## src/rtl/apb_timer_slave_if.sv

```systemverilog
// ---------------------------------------------------------------------------
// apb_timer_slave_if
//   APB3-style bus bundle between one master and the timer slave.
//   Clock and reset are not part of the bundle; they stay plain module ports.
//
//   PSEL     master -> slave  slave select
//   PENABLE  master -> slave  access-phase indicator
//   PWRITE   master -> slave  1 = write, 0 = read
//   PADDR    master -> slave  byte address (slave decodes [4:2] only)
//   PWDATA   master -> slave  write data
//   PRDATA   slave -> master  read data, zero outside a completing read
//   PREADY   slave -> master  transfer completion
//   PSLVERR  slave -> master  transfer error, meaningful only with PREADY
// ---------------------------------------------------------------------------
interface apb_timer_slave_if;
    logic        PSEL;
    logic        PENABLE;
    logic        PWRITE;
    logic [31:0] PADDR;
    logic [31:0] PWDATA;
    logic [31:0] PRDATA;
    logic        PREADY;
    logic        PSLVERR;

    modport master (
        output PSEL, PENABLE, PWRITE, PADDR, PWDATA,
        input  PRDATA, PREADY, PSLVERR
    );

    modport slave (
        input  PSEL, PENABLE, PWRITE, PADDR, PWDATA,
        output PRDATA, PREADY, PSLVERR
    );
endinterface

```

## src/rtl/apb_timer_slave.sv

```systemverilog
// ---------------------------------------------------------------------------
// apb_timer_slave
//   32-bit down-counting timer behind an APB slave port with a configurable
//   number of wait states per transfer.
//
//   Register map (PADDR[4:2]):
//     0 CTRL   RW  [0] EN, [1] AUTO (reload on expiry), [2] IRQ_EN
//     1 LOAD   RW  reload value; a write also loads VALUE
//     2 VALUE  RO  current count; writes are ignored without error
//     3 STATUS W1C [0] EXP, set when the count expires
//     4..7     unmapped, answered with PSLVERR
//
//   Ports:
//     PCLK     clock, all state changes on the rising edge
//     PRESET   asynchronous active-high reset
//     apb      APB slave modport (see apb_timer_slave_if)
//     irq      level interrupt, EXP & IRQ_EN, driven from flops only
// ---------------------------------------------------------------------------
module apb_timer_slave #(
    parameter int unsigned WAIT_STATES = 0   // PREADY-low access cycles, 0..15
) (
    input  logic             PCLK,
    input  logic             PRESET,
    apb_timer_slave_if.slave apb,
    output logic             irq
);

    localparam logic [3:0] WAIT_LAST = 4'(WAIT_STATES);

    typedef enum logic [2:0] {
        REG_CTRL   = 3'd0,
        REG_LOAD   = 3'd1,
        REG_VALUE  = 3'd2,
        REG_STATUS = 3'd3
    } reg_sel_e;

    // Register state
    logic [3:0]  wait_q,   wait_d;
    logic        en_q,     en_d;
    logic        auto_q,   auto_d;
    logic        irq_en_q, irq_en_d;
    logic        exp_q,    exp_d;
    logic [31:0] load_q,   load_d;
    logic [31:0] value_q,  value_d;

    // Bus decode
    reg_sel_e    reg_sel;
    logic        mapped;
    logic        access;
    logic        ready;
    logic        wr_commit;
    logic        expire;
    logic [31:0] rd_mux;
    logic        unused_paddr;

    assign reg_sel      = reg_sel_e'(apb.PADDR[4:2]);
    assign mapped       = ~apb.PADDR[4];            // indices 4..7 all have bit 4 set
    assign access       = apb.PSEL & apb.PENABLE;
    // Reset gates PREADY directly: with zero wait states the counter alone
    // would otherwise complete an access while PRESET is still high.
    assign ready        = ~PRESET & access & (wait_q == WAIT_LAST);
    assign wr_commit    = ready & apb.PWRITE & mapped;
    assign expire       = en_q & (value_q == 32'd1);
    assign unused_paddr = ^{apb.PADDR[31:5], apb.PADDR[1:0]};

    // Read mux over current register contents
    always_comb begin
        rd_mux = '0;
        case (reg_sel)
            REG_CTRL:   rd_mux = {29'd0, irq_en_q, auto_q, en_q};
            REG_LOAD:   rd_mux = load_q;
            REG_VALUE:  rd_mux = value_q;
            REG_STATUS: rd_mux = {31'd0, exp_q};
            default:    rd_mux = '0;
        endcase
    end

    assign apb.PREADY  = ready;
    assign apb.PSLVERR = ready & ~mapped;
    assign apb.PRDATA  = (ready & ~apb.PWRITE & mapped) ? rd_mux : '0;
    assign irq         = exp_q & irq_en_q;

    // Wait counter: counts stalled access cycles; any gap in PSEL/PENABLE or
    // a completed transfer returns it to zero.
    always_comb begin
        wait_d = (access && !ready) ? wait_q + 4'd1 : 4'd0;
    end

    // Timer and register next state. Order matters: the count/expiry update
    // is computed first, then a committing bus write overrides it, which gives
    // LOAD and CTRL writes priority over the expiry side effects.
    always_comb begin
        // NOTE: every variable gets a default first so no path leaves it
        // unassigned, which would otherwise infer a latch.
        en_d     = en_q;
        auto_d   = auto_q;
        irq_en_d = irq_en_q;
        exp_d    = exp_q;
        load_d   = load_q;
        value_d  = value_q;

        if (expire) begin
            exp_d = 1'b1;
            if (auto_q) begin
                value_d = load_q;
            end else begin
                value_d = '0;
                en_d    = 1'b0;
            end
        end else if (en_q && value_q != 32'd0) begin
            value_d = value_q - 32'd1;
        end

        if (wr_commit) begin
            case (reg_sel)
                REG_CTRL: {irq_en_d, auto_d, en_d} = apb.PWDATA[2:0];
                REG_LOAD: begin
                    load_d  = apb.PWDATA;
                    value_d = apb.PWDATA;
                end
                // An expiry set in the same cycle beats the clear.
                REG_STATUS: if (apb.PWDATA[0] && !expire) exp_d = 1'b0;
                default: ;  // VALUE is read-only, writes are dropped
            endcase
        end
    end

    // NOTE: sequential state uses non-blocking assignments so every flop
    // samples the pre-edge values regardless of statement order.
    always_ff @(posedge PCLK or posedge PRESET) begin
        if (PRESET) begin
            wait_q   <= '0;
            en_q     <= 1'b0;
            auto_q   <= 1'b0;
            irq_en_q <= 1'b0;
            exp_q    <= 1'b0;
            load_q   <= '0;
            value_q  <= '0;
        end else begin
            wait_q   <= wait_d;
            en_q     <= en_d;
            auto_q   <= auto_d;
            irq_en_q <= irq_en_d;
            exp_q    <= exp_d;
            load_q   <= load_d;
            value_q  <= value_d;
        end
    end

endmodule

```

## src/flat_wrapper.sv

```systemverilog
// flat-port wrapper written by rule: the top's interface ports become plain ports
module apb_timer_slave_flat 
#(
    parameter int unsigned WAIT_STATES = 0                                     
)
  (PCLK, PRESET, irq, apb_PSEL, apb_PENABLE, apb_PWRITE, apb_PADDR, apb_PWDATA, apb_PRDATA, apb_PREADY, apb_PSLVERR);
  apb_timer_slave_if apb_i ();
  input  logic PCLK;
  input  logic PRESET;
  output logic irq;
  input wire logic [$bits(apb_i.PSEL)-1:0] apb_PSEL;
  input wire logic [$bits(apb_i.PENABLE)-1:0] apb_PENABLE;
  input wire logic [$bits(apb_i.PWRITE)-1:0] apb_PWRITE;
  input wire logic [$bits(apb_i.PADDR)-1:0] apb_PADDR;
  input wire logic [$bits(apb_i.PWDATA)-1:0] apb_PWDATA;
  output wire logic [$bits(apb_i.PRDATA)-1:0] apb_PRDATA;
  output wire logic [$bits(apb_i.PREADY)-1:0] apb_PREADY;
  output wire logic [$bits(apb_i.PSLVERR)-1:0] apb_PSLVERR;
  assign apb_i.PSEL = apb_PSEL;
  assign apb_i.PENABLE = apb_PENABLE;
  assign apb_i.PWRITE = apb_PWRITE;
  assign apb_i.PADDR = apb_PADDR;
  assign apb_i.PWDATA = apb_PWDATA;
  assign apb_PRDATA = apb_i.PRDATA;
  assign apb_PREADY = apb_i.PREADY;
  assign apb_PSLVERR = apb_i.PSLVERR;
  apb_timer_slave #(.WAIT_STATES(WAIT_STATES)) u_core (.PCLK(PCLK), .PRESET(PRESET), .apb(apb_i), .irq(irq));
endmodule
```

## config.mk

```make
export PLATFORM = sky130hd
export DESIGN_NAME = apb_timer_slave_flat
export DESIGN_NICKNAME = d
export VERILOG_FILES = /design/src/rtl/apb_timer_slave_if.sv /design/src/rtl/apb_timer_slave.sv /design/src/flat_wrapper.sv
export SDC_FILE = /design/constraint.sdc
export NUM_CORES = 1
export LEC_CHECK = 0
export ABC_AREA = 1
export CORE_ASPECT_RATIO = 1.1
export CORE_MARGIN = 5
export CORE_UTILIZATION = 40
export CTS_CLUSTER_DIAMETER = 40
export DETAILED_ROUTE_END_ITERATION = 8
export PLACE_DENSITY = 0.64
export SLEW_MARGIN = 20
export SYNTH_ARGS = -nofsm -noshare
export SYNTH_HDL_FRONTEND = slang
export SYNTH_SLANG_ARGS = --single-unit
```

## constraint.sdc

```tcl
create_clock -name PCLK -period 13.2 [get_ports PCLK]
set_clock_uncertainty 0.05 [all_clocks]
set_input_delay 2.64 -clock PCLK [delete_from_list [all_inputs] [get_ports PCLK]]
set_output_delay 2.64 -clock PCLK [all_outputs]
set_load 0.01 [all_outputs]
```

# ---- Word-level counts from Yosys, hierarchy flattened
# Cells that the tools add are included.
dict set report word_totals {
  output_inout_bits 35
  regBits 72
}
dict set report op_classes {
  eq_ne 4
  n_addsub 2
  mux 16
  bitwise 13
  n_reduce_logical 10
}
# operator count
set op_table {}
lappend op_table {{two-way mux 32 bit} 6}
lappend op_table {{one-hot mux 32 bit (4 select lines)} 1}
lappend op_table {{== test 32 x 1 -> 1 bit (second input constant)} 1}
lappend op_table {{nonzero test 32 bit} 1}
lappend op_table {{subtractor 32 x 1 -> 32 bit (second input constant)} 1}
lappend op_table {{bitwise AND 1 bit} 10}
lappend op_table {{two-way mux 1 bit} 8}
lappend op_table {{== test 3 x 2 -> 1 bit (second input constant)} 2}
lappend op_table {{adder 4 x 1 -> 4 bit (second input constant)} 1}
lappend op_table {{zero test 4 bit} 1}
lappend op_table {{two-way mux 4 bit} 1}
lappend op_table {{AND reduction 2 bit} 2}
lappend op_table {{== test 3 x 1 -> 1 bit (second input constant)} 1}
lappend op_table {{logical AND 1 bit} 3}
lappend op_table {{zero test 3 bit} 1}
lappend op_table {{inverter 1 bit} 3}
lappend op_table {{zero test 1 bit} 2}

# ---- Logic depth before layout (Yosys ltp)
dict set report logic_depth {
  word_depth 7
  ltp_mapped 13
}

# ---- Least setup slack after synthesis
# Ideal clock, no wire load.
dict set report synth_timing {
  path_type {input to output}
  startpoint {in PRESET}
  endpoint {out apb_PRDATA[22]}
  arrival_ns 5.351
  cell_stages 6
  required_ns 10.510
  setup_slack_ns 5.159
  cell_sequence {inv_1 -> nand4_1 -> nor3_1 -> inv_1 -> clkbuf_1 -> a21oi_1}
}
dict set report synth_via {
  elab_chain_cells 6
}
# item line_no
set synth_lines {}
lappend synth_lines {{start, declared} flat_wrapper.sv:9} ;# input logic PRESET;
lappend synth_lines {{inverter 1 bit} apb_timer_slave.sv:61} ;# assign ready = ~PRESET & access & (wait_q == WAIT_LAST);
lappend synth_lines {{bitwise AND 1 bit (2 in series)} apb_timer_slave.sv:61}
lappend synth_lines {{bitwise AND 1 bit (2 in series)} apb_timer_slave.sv:80} ;# assign apb.PRDATA = (ready & ~apb.PWRITE & mapped) ? rd_mux : '0;
lappend synth_lines {{two-way mux 32 bit} apb_timer_slave.sv:80}
lappend synth_lines {{end, declared} flat_wrapper.sv:16} ;# output wire logic [$bits(apb_i.PRDATA)-1:0] apb_PRDATA;
# Every way passes these cells.

# ---- Final worst setup path
dict set report layout_timing {
  startpoint {in PRESET}
  endpoint {out apb_PRDATA[14]}
}
# Same word-level chain as after synthesis.

==> results.py <==
metrics = {
    "status": {
        "outcome": "completed",
    },
    "yosys": {
        "synth_edf_count": 0,
        "synth_compound_area_frac": 0.140,
        "synthMuxAreaShare": 0,
        "ys_types": 28,
        "avgSynthCellArea_um2": 6.52,
        "synth.net_count": 823,
        "synth-simple-area-share": 0.357,
        "syn_inst": 749,
        "synth_top_area_cell": "dfrtp_1",
        "ys_seq_area_frac": 0.369,
        "synth_top_flop_cell": "dfrtp_1",
        "ys.warnings.count": 0,
        "yosysTopAreaCellShare": 0.369,
        "netlist_area_um2": 4890,
        "synthTopCellsByArea": "dfrtp_1 (37%), nand2_1 (15%), inv_1 (8.1%)",
        "ys_ff_latch": 72,
        "synth_top_family_by_area": "simple AND/OR/NAND/NOR gates",
        "synth-adder-area-share": 0.0128,
        "synthArstFlopShare": 1.00,
        "synth_xor_area_frac": 0.00538,
    },
    "clock_network": {
        "htreeDepth": 3,
        "cts_tree": "built",
        "cts_setup_buffers": 0,
        "cts.reportedPaths.clkPinSlew_ns": 0.05,
        "ctsResizeCount": 0,
        "cts.path.max_buffers": 2,
        "cts_buffers": 9,
        "cts_root_buf": "clkbuf_16",
        "cts_sinks": 72,
        "cts_hold_buffers": 0,
        "clk_latency_ns": 0.34,
    },
    "power": {
        "p_per_area_nw_per_um2": 141,
        "p_leak_nw": 2.87,
        "vdd_drop_max_uv": 60.0,
    },
    "placed_design": {
        "hpwlAfterDp_mm": 8.94,
        "gp_congestion": 0.935,
        "io_buffers": 74,
    },
    "detailed_routing": {
        "drtIter0Drc": 232,
        "dr.pass1.iters": 4,
        "drc": 0,
        "wl_per_cell_um": 13.3,
        "vias": 4842,
        "wirelength_mm": 12.9,
        "viasPerCell": 5.01,
        "drtAntennaViolNets": 0,
    },
    "timing": {
        "slew_headroom": 0.258,
        "rsz0062_at_grt": "no",
        "finalSetupViolations": 0,
        "hold_violations": 0,
        "slew_viol_final": 0,
        "post-route-period-util": 0.657,
        "worstMarginPinSlew_ns": 1.11,
        "fmax_ghz": 0.115,
        "timing.hold.ws_ns": 0.439,
        "fin_crit_ns": 8.67,
        "setup_tns_ns": 0,
    },
    "global_route": {
        "grtUsageTotal": 0.183,
        "antenna_found_initial": 0,
        "grt_max_degree": 97,
        "grt-ovfl-total": 0,
        "grt_pass1_vias": 4704,
        "grt_pass1_wl_mm": 21.8,
    },
    "run": {
        "cap_violations": 0,
    },
    "die": {
        "rows": 42,
        "die_area_um2": 14500,
        "chipWidth_um": 115,
        "die_h_um": 126,
        "initial_core_util": 0.408,
        "io_pins": 104,
        "core_um2": 12000,
    },
    "critical_path": {
        "end_kind": "primary output",
        "cp.arrival_ns": 5.98,
        "crit_family": "buffers and inverters",
        "crit_top_cell": "clkdlybuf4s50_1",
        "path_class": "in -> out",
        "startpoint_type": "input port",
        "crit_start": "PRESET",
        "r2r_start": "u_core.wait_q[0]",
        "path_cells": "clkdlybuf4s50_1 -> inv_2 -> buf_4 -> nand4_1 -> nor3_1 -> inv_1 -> a21oi_1 -> clkdlybuf4s50_1",
        "cp_max_fo": 73,
        "worstPathRequired_ns": 10.51,
        "cp_slowest_cell": "buf_4",
        "path_buf_inv": 5,
        "max_stage_delay_ns": 0.70,
    },
    "final_layout": {
        "syn_to_final_growth_pct": 22.5,
        "final_common_cell": "nand2_1",
        "layout_common_cells": "nand2_1 (190), inv_1 (105), nor2_1 (105), clkdlybuf4s50_1 (74), dfrtp_1 (72)",
        "layout-drive-gt1-share": 0.0591,
        "final_nets": 881,
        "antenna_cells": 0,
    },
    "hold_path": {
        "hold_path.startpoint": "u_core.wait_q[0]",
        "hp-class": "reg -> reg",
    },
}
-- cells in the mapped netlist (9+ instances only) --
master and n:
o21ai_1 18, nor2_1 105, inv_1 106, o21ai_0 52, dfrtp_1 72, clkbuf_1 19, nand4_1 16, nand3_2 9
a21oi_1 52, nand3_1 54, nand2_1 190, buf_2 9
-- sequential cells by signal, summed over array words and instances, names as in the netlist --
signal,count
u_core.auto_q,1
u_core.wait_q,4
u_core.exp_q,1
u_core.value_q,32
u_core.en_q,1
u_core.irq_en_q,1
u_core.load_q,32
-- worst paths after layout --
check	endpoint	slack (ns)	depth (start not counted)
min in group asynchronous	u_core.load_q[30]	2.85	3
hold / removal	u_core.wait_q[0]	0.44	1
hold reg to reg	u_core.wait_q[0]	0.44	1
setup / recovery	apb_PRDATA[14]	4.53	8
setup reg to reg	u_core.value_q[10]	10.50	10
max in group asynchronous	u_core.load_q[10]	9.61	3
-- cell families (layout without fill, tap and decap cells) --
group           count (synthesis)  count (layout)
simple gates                  396             396
buf+inv                       141             204
compound gates                132             132
flops                          72              72
fa+ha+maj                       5               5
xor+xnor                        3               3
-- report_power, final --
part           switching [mW]  internal, mW
combinational           0.168        0.0975
sequential             0.0675         0.280
clock                  0.0932         0.138
total                   0.329         0.516
-- stage by stage --
step	total power [mW]	utilization	cells	cell area, µm²	setup slack (ns)
5_1_grt	0.913	0.500	966	5990	4.15
3_3_place_gp	0.609	0.477	950	5710	4.47
3_5_place_dp	0.615	0.477	950	5710	4.42
2_1_floorplan	0.536	-	749	4890	5.16
6_report	0.844	0.500	966	5990	4.53
4_1_cts	0.849	0.500	966	5990	4.42
-- area by class of cell --
cell class	instances	area [µm²]
Timing Repair Buffer	80	786
Inverter	108	405
Fill cell	1233	5990
Clock inverter	2	13.8
Tap cell	154	193
Multi-Input combinational cell	536	2520
Clock buffer	14	264
Sequential cell	72	1800
-- layer usage --
metal  track usage  vias to the layer above  part of all wire
li1              -                     2493                 -
met1         0.231                     2239              0.45
met2         0.313                       94              0.49
met3        0.0278                       16             0.039
met4        0.0649                        0             0.016
met5             0                        -                 0
Note: power is estimated with default switching activity, not from simulation.
